$ cat src/rtl/riscv_ctrl_pkg.sv
// Shared encodings for the multicycle RV32I control unit: opcodes, FSM states,
// datapath mux codes and the internal control bundle.
package riscv_ctrl_pkg;

    localparam int unsigned OP_W    = 7;
    localparam int unsigned STATE_W = 4;

    localparam logic [OP_W-1:0] OP_LW     = 7'b0000011;
    localparam logic [OP_W-1:0] OP_SW     = 7'b0100011;
    localparam logic [OP_W-1:0] OP_R      = 7'b0110011;
    localparam logic [OP_W-1:0] OP_OPIMM  = 7'b0010011;
    localparam logic [OP_W-1:0] OP_LUI    = 7'b0110111;
    localparam logic [OP_W-1:0] OP_JAL    = 7'b1101111;
    localparam logic [OP_W-1:0] OP_JALR   = 7'b1100111;
    localparam logic [OP_W-1:0] OP_BRANCH = 7'b1100011;

    localparam logic [STATE_W-1:0] S_FETCH    = 4'd0;
    localparam logic [STATE_W-1:0] S_DECODE   = 4'd1;
    localparam logic [STATE_W-1:0] S_MEMADR   = 4'd2;
    localparam logic [STATE_W-1:0] S_MEMREAD  = 4'd3;
    localparam logic [STATE_W-1:0] S_MEMWB    = 4'd4;
    localparam logic [STATE_W-1:0] S_MEMWRITE = 4'd5;
    localparam logic [STATE_W-1:0] S_EXEC_R   = 4'd6;
    localparam logic [STATE_W-1:0] S_EXEC_I   = 4'd7;
    localparam logic [STATE_W-1:0] S_EXEC_U   = 4'd8;
    localparam logic [STATE_W-1:0] S_ALUWB    = 4'd9;
    localparam logic [STATE_W-1:0] S_JAL      = 4'd10;
    localparam logic [STATE_W-1:0] S_JALR     = 4'd11;
    localparam logic [STATE_W-1:0] S_JALR_WB  = 4'd12;
    localparam logic [STATE_W-1:0] S_BRANCH   = 4'd13;

    localparam logic [2:0] IMM_I = 3'b000;
    localparam logic [2:0] IMM_S = 3'b001;
    localparam logic [2:0] IMM_B = 3'b010;
    localparam logic [2:0] IMM_J = 3'b011;
    localparam logic [2:0] IMM_U = 3'b100;

    localparam logic [1:0] ALUOP_ADD   = 2'b00;
    localparam logic [1:0] ALUOP_SUB   = 2'b01;
    localparam logic [1:0] ALUOP_FUNCT = 2'b10;

    localparam logic [1:0] RES_ALUOUT    = 2'b00;
    localparam logic [1:0] RES_DATA      = 2'b01;
    localparam logic [1:0] RES_ALURESULT = 2'b10;

    localparam logic [1:0] SRCA_PC    = 2'b00;
    localparam logic [1:0] SRCA_OLDPC = 2'b01;
    localparam logic [1:0] SRCA_RS1   = 2'b10;
    localparam logic [1:0] SRCA_ZERO  = 2'b11;

    localparam logic [1:0] SRCB_RS2  = 2'b00;
    localparam logic [1:0] SRCB_IMM  = 2'b01;
    localparam logic [1:0] SRCB_FOUR = 2'b10;

    // Per-state control bundle decoded from the FSM state.
    typedef struct packed {
        logic       pc_update;
        logic       branch;
        logic       adr_src;
        logic       mem_write;
        logic       ir_write;
        logic [1:0] result_src;
        logic [1:0] alu_src_a;
        logic [1:0] alu_src_b;
        logic [1:0] alu_op;
        logic       reg_write;
        logic       illegal;
        logic       retire;
    } ctrl_t;

    // Immediate format depends only on the opcode, independent of state.
    function automatic logic [2:0] imm_src_of(input logic [OP_W-1:0] op);
        logic [2:0] imm;
        imm = IMM_I;
        case (op)
            OP_LW, OP_OPIMM, OP_JALR: imm = IMM_I;
            OP_SW:                    imm = IMM_S;
            OP_BRANCH:                imm = IMM_B;
            OP_JAL:                   imm = IMM_J;
            OP_LUI:                   imm = IMM_U;
            default:                  imm = 3'b000;
        endcase
        return imm;
    endfunction

endpackage

$ cat src/rtl/riscv_multicycle_ctrl_branch_resolve.sv
// Branch condition evaluation from funct3 and the ALU compare flags.
module branch_resolve (
    input  logic [2:0] funct3,
    input  logic       zero,
    input  logic       lt,
    input  logic       ltu,
    output logic       taken
);

    always_comb begin
        taken = 1'b0;
        case (funct3)
            3'b000:  taken = zero;
            3'b001:  taken = ~zero;
            3'b100:  taken = lt;
            3'b101:  taken = ~lt;
            3'b110:  taken = ltu;
            3'b111:  taken = ~ltu;
            default: taken = 1'b0;
        endcase
    end

endmodule

$ cat src/rtl/riscv_multicycle_ctrl.sv
// Multicycle RV32I control FSM with retired-instruction counter.
// Optional memory wait states via RV_MC_CTRL_MEM_READY_EN.
module riscv_multicycle_ctrl
    import riscv_ctrl_pkg::*;
#(
    parameter int unsigned IMMSRC_W = 3,
    parameter int unsigned ALUOP_W  = 2,
    parameter int unsigned CNT_W    = 32
) (
    input  logic                clk,
    input  logic                rst_n,
    input  logic [6:0]          op,
    input  logic [2:0]          funct3,
    input  logic                zero,
    input  logic                lt,
    input  logic                ltu,
`ifdef RV_MC_CTRL_MEM_READY_EN
    input  logic                mem_ready,
`endif
    output logic                pc_write,
    output logic                adr_src,
    output logic                mem_write,
    output logic                ir_write,
    output logic [1:0]          result_src,
    output logic [1:0]          alu_src_a,
    output logic [1:0]          alu_src_b,
    output logic [IMMSRC_W-1:0] imm_src,
    output logic [ALUOP_W-1:0]  alu_op,
    output logic                reg_write,
    output logic                illegal,
    output logic [CNT_W-1:0]    instret
);

    logic [STATE_W-1:0] state;
    logic [STATE_W-1:0] cur;
    logic [STATE_W-1:0] next_state;
    ctrl_t              ctrl;
    logic               taken;
    logic               ready;

`ifdef RV_MC_CTRL_MEM_READY_EN
    assign ready = mem_ready;
`else
    assign ready = 1'b1;
`endif

    branch_resolve u_branch_resolve (
        .funct3 (funct3),
        .zero   (zero),
        .lt     (lt),
        .ltu    (ltu),
        .taken  (taken)
    );

    always_ff @(posedge clk) begin
        if (!rst_n) state <= S_FETCH;
        else        state <= next_state;
    end

    // During reset the mux selects mirror FETCH; write enables are gated below.
    assign cur = rst_n ? state : S_FETCH;

    always_comb begin
        next_state = cur;
        ctrl       = '0;
        case (cur)
            S_FETCH: begin
                ctrl.ir_write   = ready;
                ctrl.pc_update  = ready;
                ctrl.alu_src_a  = SRCA_PC;
                ctrl.alu_src_b  = SRCB_FOUR;
                ctrl.alu_op     = ALUOP_ADD;
                ctrl.result_src = RES_ALURESULT;
                if (ready) next_state = S_DECODE;
            end
            S_DECODE: begin
                ctrl.alu_src_a = SRCA_OLDPC;
                ctrl.alu_src_b = SRCB_IMM;
                ctrl.alu_op    = ALUOP_ADD;
                case (op)
                    OP_LW, OP_SW: next_state = S_MEMADR;
                    OP_R:         next_state = S_EXEC_R;
                    OP_OPIMM:     next_state = S_EXEC_I;
                    OP_LUI:       next_state = S_EXEC_U;
                    OP_JAL:       next_state = S_JAL;
                    OP_JALR:      next_state = S_JALR;
                    OP_BRANCH:    next_state = S_BRANCH;
                    default: begin
                        next_state   = S_FETCH;
                        ctrl.illegal = 1'b1;
                    end
                endcase
            end
            S_MEMADR: begin
                ctrl.alu_src_a = SRCA_RS1;
                ctrl.alu_src_b = SRCB_IMM;
                ctrl.alu_op    = ALUOP_ADD;
                next_state     = (op == OP_LW) ? S_MEMREAD : S_MEMWRITE;
            end
            S_MEMREAD: begin
                ctrl.adr_src = 1'b1;
                if (ready) next_state = S_MEMWB;
            end
            S_MEMWB: begin
                ctrl.result_src = RES_DATA;
                ctrl.reg_write  = 1'b1;
                ctrl.retire     = 1'b1;
                next_state      = S_FETCH;
            end
            S_MEMWRITE: begin
                ctrl.adr_src   = 1'b1;
                ctrl.mem_write = 1'b1;
                if (ready) begin
                    ctrl.retire = 1'b1;
                    next_state  = S_FETCH;
                end
            end
            S_EXEC_R, S_EXEC_I, S_EXEC_U: begin
                ctrl.alu_src_a = (cur == S_EXEC_U) ? SRCA_ZERO : SRCA_RS1;
                ctrl.alu_src_b = (cur == S_EXEC_R) ? SRCB_RS2 : SRCB_IMM;
                ctrl.alu_op    = (cur == S_EXEC_U) ? ALUOP_ADD : ALUOP_FUNCT;
                next_state     = S_ALUWB;
            end
            S_ALUWB: begin
                ctrl.result_src = RES_ALUOUT;
                ctrl.reg_write  = 1'b1;
                ctrl.retire     = 1'b1;
                next_state      = S_FETCH;
            end
            S_JAL: begin
                ctrl.alu_src_a  = SRCA_OLDPC;
                ctrl.alu_src_b  = SRCB_FOUR;
                ctrl.result_src = RES_ALUOUT;
                ctrl.pc_update  = 1'b1;
                next_state      = S_ALUWB;
            end
            S_JALR: begin
                ctrl.alu_src_a  = SRCA_RS1;
                ctrl.alu_src_b  = SRCB_IMM;
                ctrl.result_src = RES_ALURESULT;
                ctrl.pc_update  = 1'b1;
                next_state      = S_JALR_WB;
            end
            S_JALR_WB: begin
                ctrl.alu_src_a  = SRCA_OLDPC;
                ctrl.alu_src_b  = SRCB_FOUR;
                ctrl.result_src = RES_ALURESULT;
                ctrl.reg_write  = 1'b1;
                ctrl.retire     = 1'b1;
                next_state      = S_FETCH;
            end
            S_BRANCH: begin
                ctrl.alu_src_a  = SRCA_RS1;
                ctrl.alu_src_b  = SRCB_RS2;
                ctrl.alu_op     = ALUOP_SUB;
                ctrl.result_src = RES_ALUOUT;
                ctrl.branch     = 1'b1;
                ctrl.retire     = 1'b1;
                next_state      = S_FETCH;
            end
            default: next_state = S_FETCH;
        endcase
    end

    always_ff @(posedge clk) begin
        if (!rst_n)           instret <= '0;
        else if (ctrl.retire) instret <= instret + CNT_W'(1);
    end

    assign pc_write   = rst_n & (ctrl.pc_update | (ctrl.branch & taken));
    assign mem_write  = rst_n & ctrl.mem_write;
    assign ir_write   = rst_n & ctrl.ir_write;
    assign reg_write  = rst_n & ctrl.reg_write;
    assign adr_src    = ctrl.adr_src;
    assign result_src = ctrl.result_src;
    assign alu_src_a  = ctrl.alu_src_a;
    assign alu_src_b  = ctrl.alu_src_b;
    assign alu_op     = ALUOP_W'(ctrl.alu_op);
    assign illegal    = ctrl.illegal;
    assign imm_src    = IMMSRC_W'(imm_src_of(op));

endmodule

$ cat config.mk
export PLATFORM = sky130hd
export DESIGN_NAME = riscv_multicycle_ctrl
export DESIGN_NICKNAME = d
export VERILOG_FILES = /design/src/rtl/riscv_ctrl_pkg.sv /design/src/rtl/riscv_multicycle_ctrl_branch_resolve.sv /design/src/rtl/riscv_multicycle_ctrl.sv
export SDC_FILE = /design/constraint.sdc
export NUM_CORES = 1
export LEC_CHECK = 0
export CAP_MARGIN = 20
export CORE_UTILIZATION = 45
export CTS_CLUSTER_DIAMETER = 30
export DETAILED_ROUTE_END_ITERATION = 8
export DONT_BUFFER_PORTS = 1
export HOLD_SLACK_MARGIN = 0.02
export RECOVER_POWER = 25
export SLEW_MARGIN = 30
export SYNTH_ARGS = -nofsm -noshare
export SYNTH_HDL_FRONTEND = slang
export SYNTH_HIERARCHICAL = 1
export SYNTH_SLANG_ARGS = --single-unit
$ cat constraint.sdc
create_clock -name clk -period 4.3 [get_ports clk]
set_input_delay 0.645 -clock clk [delete_from_list [all_inputs] [get_ports clk]]
set_output_delay 0.645 -clock clk [all_outputs]
set_load 0.01 [all_outputs]
==> Word-level counts from Yosys, hierarchy flattened <==
Cells that the tools add are included.
{ "word_totals": {"reg_bits": 36, "inputBits": 15, "output_inout_bits": 49} }
{ "op_classes": {"add_sub_neg": 1, "eq_ne": 26, "n_mux": 21, "bitwise": 9, "reduce_logical": 13} }
{ "op_table": {"columns": ["op", "n"], "rows": [
  ["4-bit case mux with 6 select lines", 2],
  ["32-bit by 1-bit adder with 32-bit output, second input constant", 1],
  ["4-bit case mux with 7 select lines", 1],
  ["4-bit equality test, second input constant", 6],
  ["7-bit by 6-bit equality test with 1-bit output, second input constant", 3],
  ["7-bit equality test, second input constant", 3],
  ["4-bit by 3-bit equality test with 1-bit output, second input constant", 4],
  ["3-bit equality test, second input constant", 4],
  ["3-bit case mux with 4 select lines", 1],
  ["3-bit OR reduction", 4],
  ["1-bit 2-to-1 mux", 11],
  ["4-bit by 2-bit equality test with 1-bit output, second input constant", 2],
  ["2-bit case mux with 2 select lines", 2],
  ["2-bit OR reduction", 4],
  ["8-bit OR reduction", 1],
  ["7-bit by 2-bit equality test with 1-bit output, second input constant", 1],
  ["7-bit by 5-bit equality test with 1-bit output, second input constant", 1],
  ["1-bit case mux with 6 select lines", 1],
  ["1-bit bitwise AND", 5],
  ["5-bit OR reduction", 1],
  ["4-bit by 1-bit equality test with 1-bit output, second input constant", 1],
  ["4-bit zero test", 1],
  ["4-bit 2-to-1 mux", 1],
  ["4-bit OR reduction", 1],
  ["other kinds (6)", 8]
]} }

==> Longest topological paths before layout <==
Gate-level depths: netlist of run 1.
{ "depth": {"word_depth": 6, "depth_mapped": 8, "mapped_depth_nobuf": 6} }

==> By module <==
The synthesis of run 1 kept the hierarchy.
{ "modules_own_cells": {"columns": ["mod", "instances", "cells_per_inst", "area_per_inst_um2"], "rows": [
  ["riscv_multicycle_ctrl", 1, 307, 2356.0],
  ["branch_resolve", 1, 5, 40.0]
]} }

==> Worst setup path after synthesis of run 1 <==
OpenSTA, ideal clock, no wires.
{ "synth_path": {"path_type": "input-to-output", "start": "input port op[6]", "end": "output port illegal", "arrival_ps": 1673, "slack_ps": 1982, "path_stages": 4, "n_path_buf": 1, "path_cell_list": "clkbuf_1 > nand2b_1 > nor4_1 > nor3_1"} }
{ "synth_between": {"elab_chain_len": 4, "elab_cells_between_ends": 11, "classes_between": "eq/ne (8); mux (2); reduce/logical (1)"} }
{ "synth_lines": {"columns": ["item", "line_no", "source"], "rows": [
  ["start: declaration", "riscv_multicycle_ctrl.sv:12", "input logic [6:0] op,"],
  ["7-bit by 2-bit equality test with 1-bit output, or another cell as far along", "riscv_multicycle_ctrl.sv:80", "case (op)"],
  ["8-bit OR reduction (no line) *", null, null],
  ["1-bit 2-to-1 mux *", "riscv_multicycle_ctrl.sv:80", null],
  ["1-bit 2-to-1 mux *", "riscv_multicycle_ctrl.sv:66", "case (cur)"],
  ["end: declaration", "riscv_multicycle_ctrl.sv:30", "output logic illegal,"]
]} }
Every way passes the cells marked *; elsewhere a longest branch is shown, timed or not.

==> Worst setup path after layout of run 1 <==
{ "layout_path": {"start": "register state[2]", "end": "register instret[25]"} }
{ "layout_between": {"elab_chain_len": 4, "elab_cells_between_ends": 8, "classes_between": "eq/ne (5); mux (2); reduce/logical (1)"} }
{ "layout_lines": {"columns": ["item", "line_no", "source"], "rows": [
  ["start: declaration", "riscv_multicycle_ctrl.sv:34", "logic [STATE_W-1:0] state;"],
  ["start signal: assignment", "riscv_multicycle_ctrl.sv:57", "else state <= next_state;"],
  ["4-bit 2-to-1 mux *", "riscv_multicycle_ctrl.sv:61", "assign cur = rst_n ? state : S_FETCH;"],
  ["4-bit equality test / 4-bit by 3-bit equality test with 1-bit output (equally long branches)", "riscv_multicycle_ctrl.sv:66", null],
  ["5-bit OR reduction (no line) *", null, null],
  ["1-bit 2-to-1 mux *", null, null],
  ["end signal: assignment", "riscv_multicycle_ctrl.sv:167", "else if (ctrl.retire) instret <= instret + CNT_W'(1);"],
  ["end: declaration", "riscv_multicycle_ctrl.sv:31", "output logic [CNT_W-1:0] instret"]
]} }
Marks and branches as above.
A chain may end at the register's enable or synchronous reset.

==> results of run 1 <==
area by class of cell:
class,instances,area (um^2)
Multi-Input combinational cell,237,1481
Clock buffer,8,90.09
Inverter,8,30.03
Fill cell,538,2698
Tap cell,70,87.58
Sequential cell,36,720.7
synthesized netlist by cell type (4+ instances only):
cell,number,area (um^2)
o21ai_0,10,50.05
xnor2_1,9,78.83
and4_1,4,35.03
mux2i_1,5,50.05
nor2b_1,5,31.28
xor2_1,6,52.55
buf_4,8,60.06
nand4_1,11,68.82
or4_1,15,112.6
o311ai_0,5,43.79
nor3_1,11,55.05
or3_1,7,43.79
and2_1,5,31.28
nand2b_1,8,50.05
dfxtp_1,36,720.7
inv_1,7,26.28
a21oi_1,23,115.1
nor4_1,5,31.28
clkbuf_1,17,63.81
nand3_1,18,90.09
o31ai_1,14,105.1
nor2_1,16,60.06
nand2_1,31,116.4
where the power goes:
group	internal, mW	switching [mW]
Clock	0.131	0.122
Sequential	0.334	0.00325
Combinational	0.0141	0.0206
sequential cells by signal, summed over array words and instances (netlist names):
name     cells
state        4
instret     32
worst max-delay path: cells and delay by family, from the launching register on:
| family | cells | cell delay [ns] |
|---|---|---|
| compound gates | 2 | 0.30 |
| flops | 1 | 0.82 |
| simple gates | 2 | 1.49 |
how the worst max path moves through the flow:
stage | to | slack [ns] | cells after the start
2_1_floorplan | illegal | 1.98 | 4
3_3_place_gp | instret[25] | 1.69 | 4
3_5_place_dp | instret[27] | 1.62 | 4
4_1_cts | instret[25] | 1.59 | 4
5_1_grt | instret[28] | 1.38 | 4
6_report | instret[25] | 1.59 | 4
per-layer routing:
metal | up-vias | wire, um
met1 | 993 | 2723
met2 | 60 | 2383
met3 | 2 | 415
met5 | - | 0
met4 | 0 | 19
li1 | 1107 | -
cell families after synthesis:
family | after synthesis | synth area share, %
and+or+nand+nor | 146 | 34.15
adders and majority gates | 1 | 0.5221
AOI/OAI and AO/OA | 70 | 19.58
DFF | 36 | 30.08
xor gates and xnor gates | 15 | 5.483
buffers and inverters | 39 | 8.094
muxes | 5 | 2.089
==> summary.md, run 1 <==
| Metric | Value |
|---|---|
| GRT overflow | 0 |
| Final worst slack | 1.588 ns |
| Final GP Congestion | 0.7812 |
| Via-per-instance ratio | 6.022 |
| Total power | 624.5 uW |
| GRT busiest layer | met2 |
| Most frequent cells in the layout | 36 x dfxtp_1, 31 x nand2_1, 23 x a21oi_1 |
| Hold WS | 0.4668 ns |
| Global-route usage over all layers | 19.75% |
| # hold bufs at CTS | 0 |
| Reg2reg path depth | 4 |
| Ports | 64 |
| Antenna Diode Count | 0 |
| Syn Area/Cell | 7.680 um^2 |
| Synthesized net count | 328 |
| Synth Register Bits | 36 |
| Post-cts resize count | 0 |
| Unrepaired setup endpoints after global routing | no |
| Clock sinks | 36 |
| Reg-to-reg slack, setup | 1.59 ns |
| Fraction of layout cells with a size suffix above 1 | 3.114% |
| Setup CP Type | reg2reg |
| P per Cell Area | 259.1 nW/um^2 |
| Final-report setup violation count | 0 |
| Post-synth EDFFs | 0 |
| Final Hold Viols | 0 |
| Worst-Margin Slew | 0.7576 ns |
| Syn. warnings | 6 |
| Status | complete, no violations |
| Tmin final | 2.712 ns |
| DR DRC count | 0 |
| CTS clock-pin slew for the worst setup and hold paths | 0.07 ns |
| CP cell instances | a21oi_2, or4_1, or4_1, a21oi_1 |
| Largest net degree at the start of global routing | 28 |
| Met1 track demand over resource | 28.00% |
| Area after DPL | 2320 um^2 |
| First-pass GRT wire length | 8.507 mm |
| TritonCTS clock tree | built |
| Slew Limit Headroom | 49.18% |
| Buffers on Ports | 0 |
| Critical path's largest stage delay | 0.89 ns |
| Kind of end point of the critical path | flop |
| Most common cell after layout, fill and taps aside | dfxtp_1 |
| Max Cap Viol | 0 |
| Die Wd | 74.97 um |
| HP Class | in2reg |
| Period utilisation layout | 63.07% |
| Worst Hold Depth | 2 |
| Final ANT Viol Nets | 0 |
| Clk buf depth | 2 |
| Post-CTS Repair Setup Buffers | 0 |
| Core ar. | 5107 um^2 |
| Sequential share of the synthesized area | 30.08% |
| WP data required | 4.50 ns |
| Most common cell on crit path | or4_1 |
| Setup TNS | 0 ns |
| Static leakage | 0.7441 nW |
| NumNets Final | 304 |
| Worst-Skew Late Latency | 0.29 ns |
| Achievable frequency | 368.7 MHz |
| Num CTS Buffers | 5 |
| Drt pass-1 iters | 4 |
| Initial Util | 46.91% |
| Rows | 26 |
| Met3 Track Usage GR | 7.229% |
| Hold wc startpoint | rst_n |
| Count of different cell masters after synthesis | 51 |
| GR Util met2 | 28.53% |
| Htree depth | 2 |
| Non-Filler Instances | 359 |
| Worst Setup SP | state[2] |
| Clock skew | 0.004573 ns |
| Worst EP arrival | 2.91 ns |
| Hold EP | state[3] |
| Synth Instances | 312 |
| Final WL | 5.541 mm |
| Setup crit start kind | flop |
| WL/cell | 15.43 um |
| Root Buffer | clkbuf_8 |
| Die Height | 74.97 um |
| Cell Area, Synth | 2396 um^2 |
| Reg-to-reg endpoint | instret[25] |
| Worst path slowest cell | or4_1 |
| Die area | 5621 um^2 |
| Finished Core Util | 47.18% |
| Reg2reg start | state[2] |
| Post-synth ARST share | 0% |
| Placed cell count | 351 |
| Area Overhead vs Synth | 0.5744% |
| Fin. max-slew vios | 0 |
| Top_reg_cell synth | dfxtp_1 |
| Initial DRC Count | 130 |
| Final instance area | 2410 um^2 |
| Number of global-route vias before repair | 1798 |
| HPWL Detailed | 3.776 mm |
| Placement Setup Slack | 1.616 ns |
| Vias | 2162 |
| CP max FO | 24 |
| Worst vdd ir | 0.2325 mV |
| Initial antenna violation count | 0 |
(Power assumes the default switching activity.)
==> inputs of run 2 (changes only) <==
==> constraint.sdc (replaced) <==
create_clock -name clk -period 2.8 [get_ports clk]
set_input_delay 0.42 -clock clk [delete_from_list [all_inputs] [get_ports clk]]
set_output_delay 0.42 -clock clk [all_outputs]
set_load 0.01 [all_outputs]
==> run 2 against run 1 <==
Effect of this change:
- sequential power grew 53%
- final area grew 1.0%
- sequential share of layout area shrank 0.31 points
- critical path type is now reg2out
- largest power group unchanged
==> summary.md, run 2 (synthesis results as in run 1) <==
| Metric | Value |
|---|---|
| Setup CP Type | reg2out |
| Largest net degree at the start of global routing | 28 (unchanged) |
| Max Cap Viol | 0 (unchanged) |
| Drt pass-1 iters | 4 (unchanged) |
| Num CTS Buffers | 5 (unchanged) |
| Final-report setup violation count | 0 (unchanged) |
| Levels on crit path | 5 (+1) |
| HPWL Detailed | 3.934 mm (+4.2%) |
| Most frequent cells in the layout | 36 x dfxtp_1, 31 x nand2_1, 23 x a21oi_1 |
| Worst EP arrival | 2.02 ns (-0.89 ns) |
| Fraction of layout cells with a size suffix above 1 | 4.778% (+1.7 points) |
| Post-cts resize count | 0 (unchanged) |
| Register Area | 720.7 um^2 (unchanged) |
| Worst path slowest cell | dfxtp_1 |
| Number of buffers and inverters on the critical path | 1 (+1) |
| Static leakage | 0.7659 nW (+2.9%) |
| CP max FO | 16 (-33%) |
| Unrepaired setup endpoints after global routing | no |
| Period utilisation layout | 87.12% |
| Critical path's largest stage delay | 0.39 ns (-0.50 ns) |
| Placed cell count | 356 (+1.4%) |
| Worst-Margin Slew | 0.6810 ns (-0.07654 ns) |
| P per Cell Area | 380.8 nW/um^2 (+47%) |
| Non-Filler Instances | 363 (+1.1%) |
| Clock skew | 0.009572 ns (+0.004999 ns) |
| Buffers on Ports | 0 (unchanged) |
| Most common cell after layout, fill and taps aside | dfxtp_1 |
| Final WL | 5.689 mm (+2.7%) |
| Rows | 26 (unchanged) |
| CP cell instances | buf_4, nor3_1, nor2b_1, o21ai_0, nor3_1 |
| TritonCTS clock tree | built |
| First-pass GRT wire length | 9.011 mm (+5.9%) |
| Initial DRC Count | 182 (+40%) |
| Reg-to-reg slack, setup | 0.37 ns (-1.22 ns) |
| Die Wd | 74.97 um (unchanged) |
| Tmin final | 2.439 ns |
| Clk buf depth | 2 (unchanged) |
| DR DRC count | 0 (unchanged) |
| Fillcell total | 540 (+0.37%) |
| # hold bufs at CTS | 0 (unchanged) |
| Area Overhead vs Synth | 1.619% |
| Setup crit start kind | flop |
| NumNets Final | 309 (+1.6%) |
| Initial antenna violation count | 0 (unchanged) |
| Kind of end point of the critical path | output pin |
| HP Class | in2reg |
| Slew Limit Headroom | 54.60% (+5.4 points) |
| WL/cell | 15.67 um (+1.5%) |
| WP data required | 2.38 ns (-2.12 ns) |
| Clock sinks | 36 (unchanged) |
| Core ar. | 5107 um^2 (unchanged) |
| Worst vdd ir | 0.2205 mV (-5.2%) |
| Htree depth | 2 (unchanged) |
| Achievable frequency | 409.9 MHz |
| Largest register FFs | 32 (unchanged) |
| Worst Hold Depth | 2 (unchanged) |
| Worst-Skew Late Latency | 0.30 ns (about the same) |
| Antenna Diode Count | 0 (unchanged) |
| Top reg by flops | instret |
| CTS clock-pin slew for the worst setup and hold paths | 0.07 ns (about the same) |
| GRT overflow | 0 (unchanged) |
| Final GP Congestion | 0.7785 (-0.35%) |
| Final Hold Viols | 0 (unchanged) |
| Post-CTS Repair Setup Buffers | 0 (unchanged) |
| Reg2reg path depth | 4 (unchanged) |
| Ports | 64 (unchanged) |
| Die area | 5621 um^2 (unchanged) |
| Crit-path leading delay family | simple AND/OR/NAND/NOR gates |
| Die Height | 74.97 um (unchanged) |
| Most common cell on crit path | nor3_1 |
| Area taken by multi-input logic gates | 1481 um^2 (unchanged) |
| Initial Util | 46.91% (unchanged) |
| Setup TNS | 0 ns (unchanged) |
| Via-per-instance ratio | 6.182 (+2.6%) |
| Root Buffer | clkbuf_8 |
| Regs by FF count | instret: 32 flops, state: 4 flops |
| Status | complete, no violations |
| Fin. max-slew vios | 0 (unchanged) |
| Number of global-route vias before repair | 1923 (+7.0%) |
| Global-route usage over all layers | 21.13% (+1.4 points) |
| Vias | 2244 (+3.8%) |
| Final ANT Viol Nets | 0 (unchanged) |
## run 2: cell count changes in the layout (fill, tap and decap cells not counted)
cell,change
buf_4,+5
clkbuf_1,-1
clkbuf_8,-1
clkinv_2,+1
## run 2: report_power, final
group	internal, mW	switching, mW	leakage, nW
Combinational	0.0241	0.0367	0.435
Clock	0.169	0.184	0.0410
Sequential	0.513	0.000944	0.290
## run 2: layout make-up
class                      count  area share, %
clock buffer                   6          2.980
clock inverter                 1         0.2055
inverter                       8          1.233
multi-input combinational    237          60.84
sequential                    36          29.60
tap                           70          3.597
timing repair buffer           5          1.542
## run 2: worst paths after layout
check,from,endpoint
hold reg to reg,instret[31],instret[31]
setup / recovery,state[2],illegal
setup reg to reg,instret[10],instret[26]
hold / removal,rst_n,state[3]
## run 2: per-stage QoR
step                      setup WS [ns]  area (um^2)  util (%)  hold WS, ns  total power, mW
after floorplan                  0.7407         2396         -       0.4863           0.5869
after global placement           0.4757         2357     46.15       0.4982           0.5858
after detailed placement         0.3986         2357     46.15       0.4993           0.5863
after CTS                        0.3919         2435     47.67       0.2370           0.9409
after global routing             0.2085         2435     47.67       0.2426           0.9637
final                            0.3607         2435     47.67       0.2536           0.9273
## run 2: layer usage
metal | part of all wire, % | vias up | global-route usage [%] | routed length [um]
li1 | - | 1122 | - | -
met1 | 48 | 1036 | 29.47 | 2726
met2 | 42 | 76 | 28.83 | 2371
met3 | 8.5 | 10 | 7.497 | 483
met4 | 1.9 | 0 | 9.853 | 109
met5 | 0 | - | 0 | 0
==> inputs of run 3 (changes only) <==
--- a/config.mk
+++ b/config.mk
@@ -15,5 +15,4 @@
 export SLEW_MARGIN = 30
 export SYNTH_ARGS = -nofsm -noshare
 export SYNTH_HDL_FRONTEND = slang
-export SYNTH_HIERARCHICAL = 1
 export SYNTH_SLANG_ARGS = --single-unit
==> run 3 against run 2 <==
Effect of this change:
- register-to-register slack better by 0.23 ns
- critical path depth down 2
- count of clock-buffer cells in the layout increased by 2
- largest power group unchanged
==> summary.md, run 3 <==
| Metric | Value |
|---|---|
| Levels on crit path | 3 (-2) |
| Initial Util | 47.30% (+0.38 points) |
| DR WL met3 | 316 um (-35%) |
| Critical path endpoint | illegal |
| Tmin final | 2.340 ns (-0.09886 ns) |
| Critical path's largest stage delay | 0.68 ns (+0.29 ns) |
| Post-synth ARST share | 0% (unchanged) |
| Post-synth EDFFs | 0 (unchanged) |
| Post-cts resize count | 0 (unchanged) |
| Internal | 736.5 uW (+4.3%) |
| Top reg by flops | instret |
| Largest register FFs | 32 (unchanged) |
| Unrepaired setup endpoints after global routing | no |
| Reg-to-reg slack, setup | 0.60 ns (+0.23 ns) |
| Synthesized net count | 334 (+1.8%) |
| Synth Register Bits | 36 (unchanged) |
| Post-CTS Repair Setup Buffers | 0 (unchanged) |
| Status | complete, no violations |
| Flop pwr share | 54.6% (-0.8 points) |
| Sw Share | 22.45% (-1.4 points) |
| Final-report setup violation count | 0 (unchanged) |
| Core ar. | 5140 um^2 (+0.64%) |
| Top sig layer | met4 |
| Kind of end point of the critical path | output pin |
| Reg2reg path depth | 4 (unchanged) |
| Number of buffers and inverters on the critical path | 0 (-1) |
| Ports | 64 (unchanged) |
| CP cell instances | nand2_1, or3_1, a31oi_1 |
| Syn Area/Cell | 7.645 um^2 (-0.45%) |
| Buffers on Ports | 0 (unchanged) |
| Finished Core Util | 47.93% (+0.26 points) |
| Gate power share | 6.1% (-0.5 points) |
| NumNets Final | 314 (+1.6%) |
| TritonCTS clock tree | built |
| Worst-Skew Late Latency | 0.28 ns (-0.02 ns) |
| # hold bufs at CTS | 0 (unchanged) |
| Area Overhead vs Synth | 1.338% |
| Period utilisation layout | 83.59% (-3.5 points) |
| Clock power share | 39.4% (+1.4 points) |
| Worst EP arrival | 1.92 ns (-0.10 ns) |
| Num CTS Buffers | 5 (unchanged) |
| Clock sinks | 36 (unchanged) |
| Sequential share of the synthesized area | 29.64% (-0.43 points) |
| Setup TNS | 0 ns (unchanged) |
| Slew Limit Headroom | 55.37% (+0.78 points) |
| Setup CP Type | reg2out |
| Die Wd | 75.50 um (+0.71%) |
| Crit-path leading delay family | flip-flops |
| Fin. max-slew vios | 0 (unchanged) |
| Initial antenna violation count | 0 (unchanged) |
| Top-count cell post-synth | dfxtp_1 |
| Number of global-route vias before repair | 1888 (-1.8%) |
| Cell Area, Synth | 2431 um^2 (+1.5%) |
| Met1 Routed Length | 2.649 mm (-2.8%) |
| Final instance area | 2464 um^2 (+1.2%) |
| Via-per-instance ratio | 5.875 (-5.0%) |
| Worst vdd ir | 0.1572 mV (-29%) |
| Count of different cell masters after synthesis | 49 (-3.9%) |
| Largest net degree at the start of global routing | 35 (+25%) |
| Vias | 2168 (-3.4%) |
| Worst-Margin Slew | 0.6610 ns (-0.02002 ns) |
| Non-Filler Instances | 369 (+1.7%) |
| CP max FO | 16 (unchanged) |
| Global-route usage over all layers | 20.09% (-1.0 points) |
| GRT overflow | 0 (unchanged) |
| Synth area leaders | dfxtp_1 30%, nand2b_1 4.4%, a21oi_1 4.3% |
| WL/cell | 14.73 um (-6.0%) |
| HPWL Detailed | 3.949 mm (+0.40%) |
| Reg-to-reg endpoint | instret[18] |
| First-pass GRT wire length | 8.859 mm (-1.7%) |
| CTS clock-pin slew for the worst setup and hold paths | 0.07 ns (about the same) |
| Clock skew | 0.007806 ns (-0.001765 ns) |
| Static leakage | 0.7994 nW (+4.4%) |
| Antenna Diode Count | 0 (unchanged) |
| Fraction of layout cells with a size suffix above 1 | 6.020% (+1.2 points) |
| HP Class | in2reg |
| Post-synth top area cell | dfxtp_1 |
| Final Hold Viols | 0 (unchanged) |
| Most frequent cells in the layout | 36 x dfxtp_1, 27 x nand2_1, 21 x a21oi_1 |
| Clk buf depth | 2 (unchanged) |
| Final ANT Viol Nets | 0 (unchanged) |
| Root Buffer | clkbuf_8 |
| DR DRC count | 0 (unchanged) |
| Reg2reg start | state[0] |
| Area after DPL | 2374 um^2 (+0.69%) |
| Placed cell count | 361 (+1.4%) |
| Synth Instances | 318 (+1.9%) |
| Worst Setup SP | state[0] |
| Drt pass-1 iters | 4 (unchanged) |
| Syn. warnings | 0 (-6) |
| Max Cap Viol | 0 (unchanged) |
| Die area | 5700 um^2 (+1.4%) |
| Top_reg_cell synth | dfxtp_1 |
| Htree depth | 2 (unchanged) |
| P per Cell Area | 385.5 nW/um^2 (+1.2%) |
| Post-synth top area share | 29.64% (-0.43 points) |
| Final WL | 5.436 mm (-4.4%) |
| Initial DRC Count | 107 (-41%) |
| Commonest cells post-synth | 36 x dfxtp_1, 27 x nand2_1, 21 x a21oi_1 |
| Setup crit start kind | flop |
| WP data required | 2.38 ns (about the same) |
| Rows | 26 (unchanged) |
| Achievable frequency | 427.3 MHz (+4.2%) |
| Worst path slowest cell | dfxtp_1 |
| Most common cell after layout, fill and taps aside | dfxtp_1 |
| Final GP Congestion | 0.7662 (-1.6%) |
| Met2 WL | 2.447 mm (+3.2%) |
| Sw power | 213.2 uW (-3.6%) |
| Regs by FF count | instret: 32 flops, state: 4 flops |
| Die Height | 75.50 um (+0.71%) |
run 3: changes by cell type after synthesis, moves of 4 or more:
cell and delta:
a31oi_1 +4, o311ai_0 -4, o31ai_1 -11, nand2_1 -4, mux2i_1 +5, nand2b_1 +9, nor3_1 +6, o311ai_1 +4
clkbuf_1 -5, or3_1 +5, o21ai_0 +6, or4_1 -8
run 3: cell type report:
class	count	area (um^2)
timing repair buffer	2	15.01
fill	565	2676
multi-input combinational	242	1509
sequential	36	720.7
inverter	11	41.29
tap	70	87.58
clock buffer	8	90.09
run 3: how the worst min path moves through the flow:
stage,from,endpoint,cells past startpoint
floorplan,instret[29],instret[29],2
global placement,instret[29],instret[29],2
detailed placement,instret[29],instret[29],2
CTS,rst_n,instret[28],2
global route,rst_n,instret[24],2
finish,rst_n,instret[28],2
run 3: logic make-up after synthesis:
logic type,Yosys count,synth area share (%)
buf+inv,40,8.286
compound gates,67,17.24
flops,36,29.64
mux,10,4.118
simple gates,149,34.79
xor+xnor,15,5.404
fa+ha+maj,1,0.5146
run 3: worst register-to-register path, delay by kind of cell (launching register included):
family	cells	cell delay [ns]
AO/OA/AOI/OAI	2	0.41
AND/OR/NAND/NOR	2	1.06
flip-flops	1	0.68
run 3: through the flow:
stage	hold WS, ns	setup slack [ns]	total power, mW
after detailed placement	0.5113	0.6634	0.5879
final	0.2958	0.4595	0.9497
after global placement	0.5113	0.6836	0.5874
after floorplan	0.4910	0.9085	0.5909
after CTS	0.2783	0.4709	0.9629
after global routing	0.2842	0.2983	0.9928
run 3: per-layer routing:
layer,global-route usage (%),vias up
met4,4.321,0
met5,0,-
met1,27.26,998
met2,32.14,50
met3,5.291,2
li1,-,1118
run 3: power by group through the flow:
stage | Combinational [mW] | Sequential, mW | Clock [mW]
6_report | 0.0577 | 0.518 | 0.374
5_1_grt | 0.0659 | 0.518 | 0.409
4_1_cts | 0.0585 | 0.518 | 0.387
3_5_place_dp | 0.0584 | 0.530 | 0
3_3_place_gp | 0.0579 | 0.529 | 0
2_1_floorplan | 0.0647 | 0.526 | 0
